## src/rtl/alu_operand_entry.sv

```systemverilog
// alu_operand_entry
// Front-end input controller for the 4-bit ALU board. Debounces the raw
// ENTER and CLEAR buttons and walks the user through entering operand A,
// operand B and the opcode from the slide switches, then issues a one-cycle
// eval strobe to the ALU.
//
// Ports
//   clk        system clock (single domain)
//   rst        synchronous, active-high reset
//   sw         slide switches; sampled directly when ENTER is accepted
//   btn_enter  raw ENTER button, asynchronous, active-high
//   btn_clear  raw CLEAR button, asynchronous, active-high
//   a          captured operand A
//   b          captured operand B
//   opcode     captured opcode (sw[2:0])
//   eval       one-cycle strobe: operands and opcode are complete
//   stage      entry stage for display: 00=A, 01=B, 10=OP, 11=EVAL/SHOW
//
// Handshake: there is no back-pressure. eval is a registered strobe that is
// high for exactly the one cycle the FSM spends in S_EVAL; a, b and opcode are
// already stable in that cycle and stay stable until the next capture or
// clear. stage exposes the FSM position for display and observation.

module alu_operand_entry #(
    parameter int DEBOUNCE_CYCLES = 1000000,
    parameter int CNT_W           = 20
) (
    input  logic       clk,
    input  logic       rst,
    input  logic [3:0] sw,
    input  logic       btn_enter,
    input  logic       btn_clear,
    output logic [3:0] a,
    output logic [3:0] b,
    output logic [2:0] opcode,
    output logic       eval,
    output logic [1:0] stage
);

    localparam logic [CNT_W-1:0] CNT_LAST = CNT_W'(DEBOUNCE_CYCLES - 1);
    localparam logic [CNT_W-1:0] CNT_ONE  = CNT_W'(1);

    typedef enum logic [2:0] {
        S_A    = 3'd0,
        S_B    = 3'd1,
        S_OP   = 3'd2,
        S_EVAL = 3'd3,
        S_SHOW = 3'd4
    } state_t;

    // Button index 0 is ENTER, index 1 is CLEAR; both get identical conditioning.
    logic [1:0]       btn_raw;
    logic [1:0]       sync1_q;
    logic [1:0]       sync2_q;
    logic [1:0]       level_q;
    logic [1:0]       level_d;
    logic [1:0]       level_prev_q;
    logic [1:0]       armed_q;
    logic [1:0]       armed_d;
    logic [1:0]       rdy_q;
    logic [CNT_W-1:0] cnt_q [2];
    logic [CNT_W-1:0] cnt_d [2];
    logic [1:0]       press;
    logic             clear_next;

    assign btn_raw = {btn_clear, btn_enter};

    // Debounce: the counter runs only while the synchronised level disagrees
    // with the accepted level; after DEBOUNCE_CYCLES consecutive disagreeing
    // cycles the accepted level flips.
    //
    // armed: the synchroniser flops come out of reset at 0, so a button held
    // through reset would otherwise look like a fresh press. A button is only
    // armed once a real (post-reset) synchronised sample shows it released
    // while its accepted level is low; presses before that are swallowed.
    always_comb begin
        for (int i = 0; i < 2; i++) begin
            level_d[i] = level_q[i];
            cnt_d[i]   = '0;
            armed_d[i] = armed_q[i];
            if (sync2_q[i] != level_q[i]) begin
                if (cnt_q[i] == CNT_LAST) begin
                    level_d[i] = ~level_q[i];
                end else begin
                    cnt_d[i] = cnt_q[i] + CNT_ONE;
                end
            end
            if (rdy_q[1] && !sync2_q[i] && !level_q[i]) begin
                armed_d[i] = 1'b1;
            end
            press[i] = level_q[i] & ~level_prev_q[i] & armed_q[i];
        end
        // Clear press pulse that will be visible next cycle; used to keep eval
        // low when a clear lands in the S_EVAL cycle.
        clear_next = level_d[1] & ~level_q[1] & armed_d[1];
    end

    always_ff @(posedge clk) begin
        if (rst) begin
            sync1_q      <= '0;
            sync2_q      <= '0;
            level_q      <= '0;
            level_prev_q <= '0;
            armed_q      <= '0;
            rdy_q        <= '0;
            cnt_q[0]     <= '0;
            cnt_q[1]     <= '0;
        end else begin
            sync1_q      <= btn_raw;
            sync2_q      <= sync1_q;
            level_q      <= level_d;
            level_prev_q <= level_q;
            armed_q      <= armed_d;
            // rdy_q[1] marks that sync2_q now carries a real sample.
            rdy_q        <= {rdy_q[0], 1'b1};
            cnt_q[0]     <= cnt_d[0];
            cnt_q[1]     <= cnt_d[1];
        end
    end

    // Entry FSM with registered outputs.
    state_t     state_q;
    logic [3:0] a_q;
    logic [3:0] b_q;
    logic [2:0] op_q;
    logic       eval_q;
    logic [1:0] stage_q;

    always_ff @(posedge clk) begin
        if (rst) begin
            state_q <= S_A;
            a_q     <= '0;
            b_q     <= '0;
            op_q    <= '0;
            eval_q  <= 1'b0;
            stage_q <= 2'b00;
        end else begin
            eval_q <= 1'b0;
            if (press[1]) begin
                // Clear wins over a simultaneous enter.
                state_q <= S_A;
                a_q     <= '0;
                b_q     <= '0;
                op_q    <= '0;
                stage_q <= 2'b00;
            end else begin
                case (state_q)
                    S_A: if (press[0]) begin
                        a_q     <= sw;
                        state_q <= S_B;
                        stage_q <= 2'b01;
                    end
                    S_B: if (press[0]) begin
                        b_q     <= sw;
                        state_q <= S_OP;
                        stage_q <= 2'b10;
                    end
                    S_OP: if (press[0]) begin
                        op_q    <= sw[2:0];
                        state_q <= S_EVAL;
                        stage_q <= 2'b11;
                        eval_q  <= ~clear_next;
                    end
                    S_EVAL: begin
                        state_q <= S_SHOW;
                    end
                    S_SHOW: if (press[0]) begin
                        state_q <= S_A;
                        stage_q <= 2'b00;
                    end
                    default: begin
                        state_q <= S_A;
                        stage_q <= 2'b00;
                    end
                endcase
            end
        end
    end

    assign a      = a_q;
    assign b      = b_q;
    assign opcode = op_q;
    assign eval   = eval_q;
    assign stage  = stage_q;

endmodule

```

## config.mk

```make
export PLATFORM = sky130hd
export DESIGN_NAME = alu_operand_entry
export DESIGN_NICKNAME = d
export VERILOG_FILES = /design/src/rtl/alu_operand_entry.sv
export SDC_FILE = /design/constraint.sdc
export NUM_CORES = 1
export LEC_CHECK = 0
export CORE_MARGIN = 3
export CORE_UTILIZATION = 55
export DETAILED_ROUTE_END_ITERATION = 6
export PLACE_DENSITY_LB_ADDON = 0.15
export SETUP_SLACK_MARGIN = 0.2
export SYNTH_ARGS = -nofsm -noshare
export SYNTH_HDL_FRONTEND = slang
export SYNTH_SLANG_ARGS = --single-unit
```

## constraint.sdc

```tcl
create_clock -name clk -period 3.5 [get_ports clk]
set_clock_uncertainty 0.1 [all_clocks]
set_input_delay 0.35 -clock clk [delete_from_list [all_inputs] [get_ports clk]]
set_output_delay 0.35 -clock clk [all_outputs]
set_load 0.05 [all_outputs]
```

Word level (Yosys, flattened, before mapping). Memories as Yosys holds them, arrays and structs flattened. Index checks and enable logic that the tools add are counted.

Register bits after elaboration: 29. Bits in latches: 0. Memory bits (writable): 40. ROM bits: 0. Input port bits: 8. Output and inout port bits: 14. Logic and storage cells: 86. Memories: 1.

Add/sub/neg operators: 2. $mul: 0. Divide/modulo/power cells: 0. Magnitude comparators: 0. Equality and inequality tests: 12. Shift operators: 0. Mux-type cells: 23. Bitwise gates (word level): 16. Reductions and logical operators: 17.

Memories: cnt_q (depth 2, bits a word 20, rd ports 2, clocked after Yosys merged registers in 0, wr ports 2, line 61) `logic [CNT_W-1:0] cnt_q [2];`.

Operators by type and width (number): 20-bit two-way mux (6); 20-bit by 1-bit adder with 20-bit output (second input constant) (2); 20-bit equality test (second input constant) (2); 3-bit case mux with 5 select lines (1); 3-bit two-way mux (4); 2-bit case mux with 5 select lines (1); 2-bit two-way mux (4); 2-bit inequality test (second input constant) (4); 1-bit NOT (8); 2-bit AND reduction (4); 1-bit two-way mux (7); 1-bit bitwise AND (6); 3-bit by 2-bit equality test with 1-bit output (second input constant) (2); 5-bit AND reduction (1); 1-bit logical AND (4); 1-bit logical NOT (4); 4-bit AND reduction (1); 4-bit OR reduction (1); 3-bit by 1-bit equality test with 1-bit output (second input constant) (1); 3-bit equality test (second input constant) (1); 3-bit logical NOT (1); 1-bit inequality test (2); 1-bit bitwise OR (2); 2-bit OR reduction (1).

Depth between registers and ports, before layout. Gate-level depths: netlist (run 1). An unclocked memory read counts as a cell.

Depth in word-level cells: 7. Depth in mapped cells: 7. Depth with buffers taken out: 5.

Worst setup path before layout (run 1). OpenSTA, ideal clock, no wires.

Path type: flip-flop to flip-flop. Start point: mem cnt_q[1][8], in the netlist cnt_q[0][28]. End point: mem cnt_q[1][10], in the netlist cnt_q[0][30]. Setup time: 0.115 ns. Data arrival time: 1.768 ns. Required time: 3.285 ns. Setup slack: 1.517 ns. Stages on the path, launching flop included: 6. Path buffers: 1. Period minus slack after synthesis: 1.983 ns. Path through: dfxtp_1 > or4b_1 > or4_4 > o21ai_4 > buf_6 > nor2_1.

RTL lines (line): start: declaration (61).

==> flow_summary_export.csv, run 1 <==
group,metric,value,unit
status,status,"completed",
cts,cts_resized,0,
synth,syn_area,2890,µm²
timing,rsz0062_at_grt,"no",
timing,slew_viol_final,0,
floorplan,die_y,78.4,µm
global_routing,grt_usage,0.186,
routing,drc,0,
setup_path,rrSetupSlack,1350,ps
floorplan,ios,22,
synth,async_reset_ff_frac,0,
timing,setup_violations,0,
cts,cts_hold_buffers,0,
global_routing,grt_pass1_vias,2058,
routing,vias_per_cell,5.50,
floorplan,start_util,0.588,
synth,synth.distinct_cells,42,
placement,dpl.cell_count,398,
worst_hold_path,hp-class,"register to register",
floorplan,coreArea,4910,µm²
floorplan,die-area,6150,µm²
timing,tightestPinTransition,1180,ps
synth,yosys_warnings,0,
floorplan,rows,25,
cts,cts_setup_buffers,0,
layout,multiInputGateArea,1420,µm²
setup_path,crit_family,"simple AND/OR/NAND/NOR gates",
setup_path,r2r-start,"cnt_q[0][28]",
routing,final_antenna_net_count,0,
global_routing,antenna_found_initial,0,
setup_path,setup.worst_path.class,"register to register",
synth,yosysSeqAreaShare,0.479,
cts,cts-root-buf,"clkbuf_8",
worst_hold_path,min_delay_worst_endpoint,"sync2_q[1]",
routing,drt_pre_antenna_iters,4,
layout,seq_area,1380,µm²
timing,max_clock_freq,465,MHz
layout,layout-drive-gt1-share,0.0749,
layout,fin_cells,414,
cts,clkLatencyLatePin,330,ps
timing,min_period,2150,ps
synth,ys_top_cells_by_area,"dfxtp_1 (48%), nor2_1 (6.2%), xor2_1 (4.2%), mux2i_1 (3.8%), xnor2_1 (3.6%)",
power_and_ir_drop,p_per_area,424,nW/µm²
setup_path,cp-start-kind,"register",
cts,htree_levels,3,
cts,path_clk_slew,70,ps
synth,synth-seq-cells,69,
layout,final_common_cell,"dfxtp_1",
layout,area.growth.synth_to_final,15.0,%
synth,synth-edff-count,0,
timing,finalHoldViolations,0,
routing,avgRoutedWirePerCell,12.4,µm
layout,finish.utilization,0.676,
setup_path,crit_required,3600,ps
job,maxCapViolations,0,
synth,synth_top_cell_by_area,"dfxtp_1",
placement,numPortBuffers,21,
setup_path,path_max_fanout,19,
layout,nets,352,
routing,drt_iter0_drc,136,
synth,syn_nets,330,
synth,avgSynthCellArea,9.02,µm²
setup_path,slowest_stage,"or4_4",
cts,numClockSinks,69,
setup_path,worstRegToRegCells,4,
routing,routed_wl,5120,µm
synth,synth_top_area_frac,0.479,
placement,place_congestion,0.805,
timing,slew_headroom,0.207,
synth,netlist_instances,320,
cts,clock_path_buffers,2,
power_and_ir_drop,ir_drop,0.000248,V
setup_path,critPathMaxStageDelay,520,ps
timing,setup_tns,0,ps
worst_hold_path,hold_depth,1,
cts,cts_tree,"yes",
synth,synth_flop_cell,"dfxtp_1",
setup_path,r2r-end,"cnt_q[0][31]",
placement,dp_hpwl,3460,µm
setup_path,path_buf_inv,0,
worst_hold_path,hp-start,"sync1_q[1]",
global_routing,grt_pass1_wl,9210,µm
setup_path,worst_setup_path_end_kind,"register",
layout,num_antenna_cells,0,
timing,post-route-period-util,0.614,
setup_path,cp.arrival,2250,ps
power_and_ir_drop,p_leak,1.16,nW
layout,layout_common_cells,"dfxtp_1 (69), nor2_1 (48), clkdlybuf4s50_1 (21), a21oi_1 (19)",
routing,vias,2275,
cts,cts_buffers,9,
setup_path,worstPathCellList,"or4b_1 > or4_4 > o21ai_4 > nor2_1",
layout,nFillCells,404,
global_routing,grt_max_degree,20,
floorplan,die_width,78.4,µm
global_routing,overflow,0,
-- layer usage --
metal,track usage,share of wire
met4,0.112,0.023
met5,0,0
met2,0.282,0.46
met1,0.243,0.49
met3,0.0401,0.027
-- sequential cells by signal (all words and copies together) (netlist names) --
signal / cells
a: 4
armed_q: 2
b: 4
cnt_q: 40
eval: 1
level_prev_q: 2
level_q: 2
opcode: 3
rdy_q: 2
stage: 2
state_q: 3
sync1_q: 2
sync2_q: 2
-- cells by family (layout without fill, tap and decap cells) --
| group | Yosys count | in the layout | share of synthesized area |
|---|---|---|---|
| flip-flops | 69 | 69 | 0.479 |
| XOR/XNOR | 26 | 26 | 0.0789 |
| adder cells (fa/ha/maj) | 2 | 2 | 0.00867 |
| multiplexers | 12 | 12 | 0.0420 |
| buffers and inverters | 21 | 48 | 0.0299 |
| AO/OA/AOI/OAI | 41 | 41 | 0.0841 |
| AND/OR/NAND/NOR | 149 | 149 | 0.278 |
-- worst max path at each step --
stage               slack, ps  cells after the start    startpoint            to
floorplan                1520                      5  cnt_q[0][28]  cnt_q[0][30]
global placement         1380                      5           rst          eval
detailed placement       1330                      4  cnt_q[0][28]  cnt_q[0][31]
CTS                      1330                      4  cnt_q[0][28]  cnt_q[0][31]
global route             1210                      4  cnt_q[0][28]  cnt_q[0][31]
finish                   1350                      4  cnt_q[0][28]  cnt_q[0][31]
-- stage by stage --
stage          setup slack (ps)  hold slack, ps  area (µm²)  power (mW)
4_1_cts                    1330             338        3320        1.42
3_3_place_gp               1380             320        3140       0.849
2_1_floorplan              1520             314        2890       0.833
6_report                   1350             332        3320        1.41
3_5_place_dp               1330             328        3140       0.850
5_1_grt                    1210             359        3320        1.46
-- Yosys cell counts, types with 5 or more instances --
cell type	instances
nor2_1	48
nand4_1	12
dfxtp_1	69
nand2_1	13
clkbuf_1	11
xnor2_1	12
nor2b_1	10
and3_1	5
mux2i_1	11
o21ai_0	11
nand3_1	14
nor3_1	9
xor2_1	14
inv_1	9
or3_1	8
a21oi_1	19
-- worst reg2reg max path, cell delays in order, from the launching register on --
cell	delay, ps
dfxtp_1	350
or4b_1	510
or4_4	520
o21ai_4	430
nor2_1	110
-- power by group --
| group | switching, mW | internal, mW | total [mW] |
|---|---|---|---|
| logic | 0.0197 | 0.0160 | 0.0358 |
| clock network | 0.283 | 0.292 | 0.575 |
| registers | 0.00413 | 0.791 | 0.796 |
-- layout make-up --
type / instances / area share
inverters: 9 / 0.0102
multi-input cells: 230 / 0.427
well taps: 67 / 0.0252
flip-flops and latches: 69 / 0.416
repair buffers: 23 / 0.0678
clock inverters: 4 / 0.00678
clock buffers: 12 / 0.0467
Power figures use the tool's default switching activity.
==> run 2, diff against run 1 <==
==> constraint.sdc (replaced) <==
create_clock -name clk -period 2.15 [get_ports clk]
set_clock_uncertainty 0.1 [all_clocks]
set_input_delay 0.215 -clock clk [delete_from_list [all_inputs] [get_ports clk]]
set_output_delay 0.215 -clock clk [all_outputs]
set_load 0.05 [all_outputs]
==> run 2 against run 1 <==
Net effect: routed wire length grew 8.5%; largest power group unchanged; cell area grew 2.1%; power grew 64%; largest cell class unchanged.
==> flow_summary_export.csv, run 2 (synthesis results as in run 1) <==
group,metric,value,unit
global_routing,grtUsageMet2,0.334,
setup_path,cp-start-kind,"register",
layout,finish.utilization,0.690,
setup_path,worst_setup_path_end_kind,"register",
cts,cts_hold_buffers,0,
layout,area.growth.synth_to_final,17.4,%
layout,layout_common_cells,"dfxtp_1 (67), nor2_1 (48), clkdlybuf4s50_1 (21), a21oi_1 (19)",
routing,routed_wl,5550,µm
placement,dp_hpwl,3780,µm
timing,min_period,2000,ps
global_routing,antenna_found_initial,0,
timing,setup_tns,0,ps
layout,nets,358,
cts,htree_levels,3,
global_routing,grt_usage,0.202,
power_and_ir_drop,p_per_area,680,nW/µm²
layout,final_common_cell,"dfxtp_1",
global_routing,top_usage_layer,"met2",
floorplan,rows,25,
timing,finalWorstSetupSlack,153,ps
power_and_ir_drop,ir_drop,0.000455,V
setup_path,cp.arrival,2170,ps
setup_path,setup.worst_path.class,"register to register",
cts,cts_buffers,9,
timing,rsz0062_at_grt,"yes",
cts,path_clk_slew,70,ps
global_routing,grt_pass1_wl,9850,µm
timing,tightestPinTransition,512,ps
power_and_ir_drop,p_leak,1.19,nW
layout,top_register,"cnt_q",
floorplan,ios,22,
timing,post-route-period-util,0.929,
routing,avgRoutedWirePerCell,13.2,µm
routing,final_antenna_net_count,0,
setup_path,crit_required,2320,ps
cts,clock_path_buffers,2,
global_routing,grt_max_degree,20,
status,status,"completed",
timing,slew_headroom,0.657,
routing,drt_pre_antenna_iters,4,
global_routing,overflow,0,
layout,layout-drive-gt1-share,0.102,
floorplan,die_width,78.4,µm
cts,cts_tree,"yes",
floorplan,coreArea,4910,µm²
job,maxCapViolations,0,
timing,setup_violations,0,
global_routing,grt_use_met1,0.250,
floorplan,die_y,78.4,µm
placement,place_congestion,0.829,
placement,numPortBuffers,21,
layout,num_antenna_cells,0,
floorplan,die-area,6150,µm²
worst_hold_path,hp-class,"register to register",
timing,slew_viol_final,0,
layout,largest_reg_flops,40,
routing,drc,0,
timing,max_clock_freq,501,MHz
floorplan,start_util,0.588,
global_routing,met3_usage,0.0482,
routing,vias_per_cell,5.44,
cts,numClockSinks,69,
cts,clkLatencyLatePin,340,ps
routing,drt_iter0_drc,118,
placement,pre_cts_slack,181,ps
routing,vias,2285,
global_routing,grt_pass1_vias,2196,
setup_path,path_max_fanout,4,
timing,finalHoldViolations,0,
cts,cts-root-buf,"clkbuf_8",
## run 2: cell types whose count changed in the layout (fill, tap and decap cells not counted), sizes merged
cell	before	now
buf	2	8
## run 2: per-stage QoR
| stage | power (mW) | instance area [µm²] | std cells | hold WS, ps |
|---|---|---|---|---|
| after floorplan | 1.36 | 2890 | 320 | 187 |
| after global placement | 1.39 | 3190 | 402 | 316 |
| after detailed placement | 1.39 | 3190 | 402 | 337 |
| after CTS | 2.33 | 3360 | 418 | 352 |
| after global routing | 2.39 | 3390 | 420 | 359 |
| final | 2.30 | 3390 | 420 | 345 |
## run 2: cell type report
class	instances	area, µm²
Sequential cell	69	1380
Timing Repair Buffer	29	283
Clock buffer	12	155
Multi-Input combinational cell	230	1430
Tap cell	67	83.8
Inverter	9	33.8
Fill cell	403	1520
Clock inverter	4	22.5
## run 2: layer usage
| metal | wire [µm] | part of all wire |
|---|---|---|
| met1 | 2660 | 0.48 |
| met2 | 2660 | 0.48 |
| met3 | 109 | 0.020 |
| met4 | 115 | 0.021 |
| met5 | 0 | 0 |
## run 2: repair_timing
action                                  CTS  global route
pin swaps                                 0             2
endpoints found under the setup margin   18            24
gates resized for setup                   0             3
endpoints found under the hold margin     0             0
buffers inserted                          0             2
## run 2: path summary, 6_finish.rpt
check / startpoint / endpoint / slack (ps) / depth (start not counted)
hold / removal: rdy_q[0] / rdy_q[1] / 340 / 1
hold reg to reg: rdy_q[0] / rdy_q[1] / 340 / 1
setup / recovery: cnt_q[0][30] / level_q[1] / 150 / 4
setup reg to reg: cnt_q[0][30] / level_q[1] / 150 / 4
## run 2: worst max-delay path, stage by stage, from the launching register on
cell and delay [ps]:
dfxtp_2 340, or4_1 510, or4_4 530, or3_1 330, a21oi_1 120
## run 2: power breakdown
group	switching, mW	total, mW	internal, mW
Sequential	0.00751	1.30	1.29
Combinational	0.0331	0.0622	0.0291
Clock	0.470	0.946	0.476
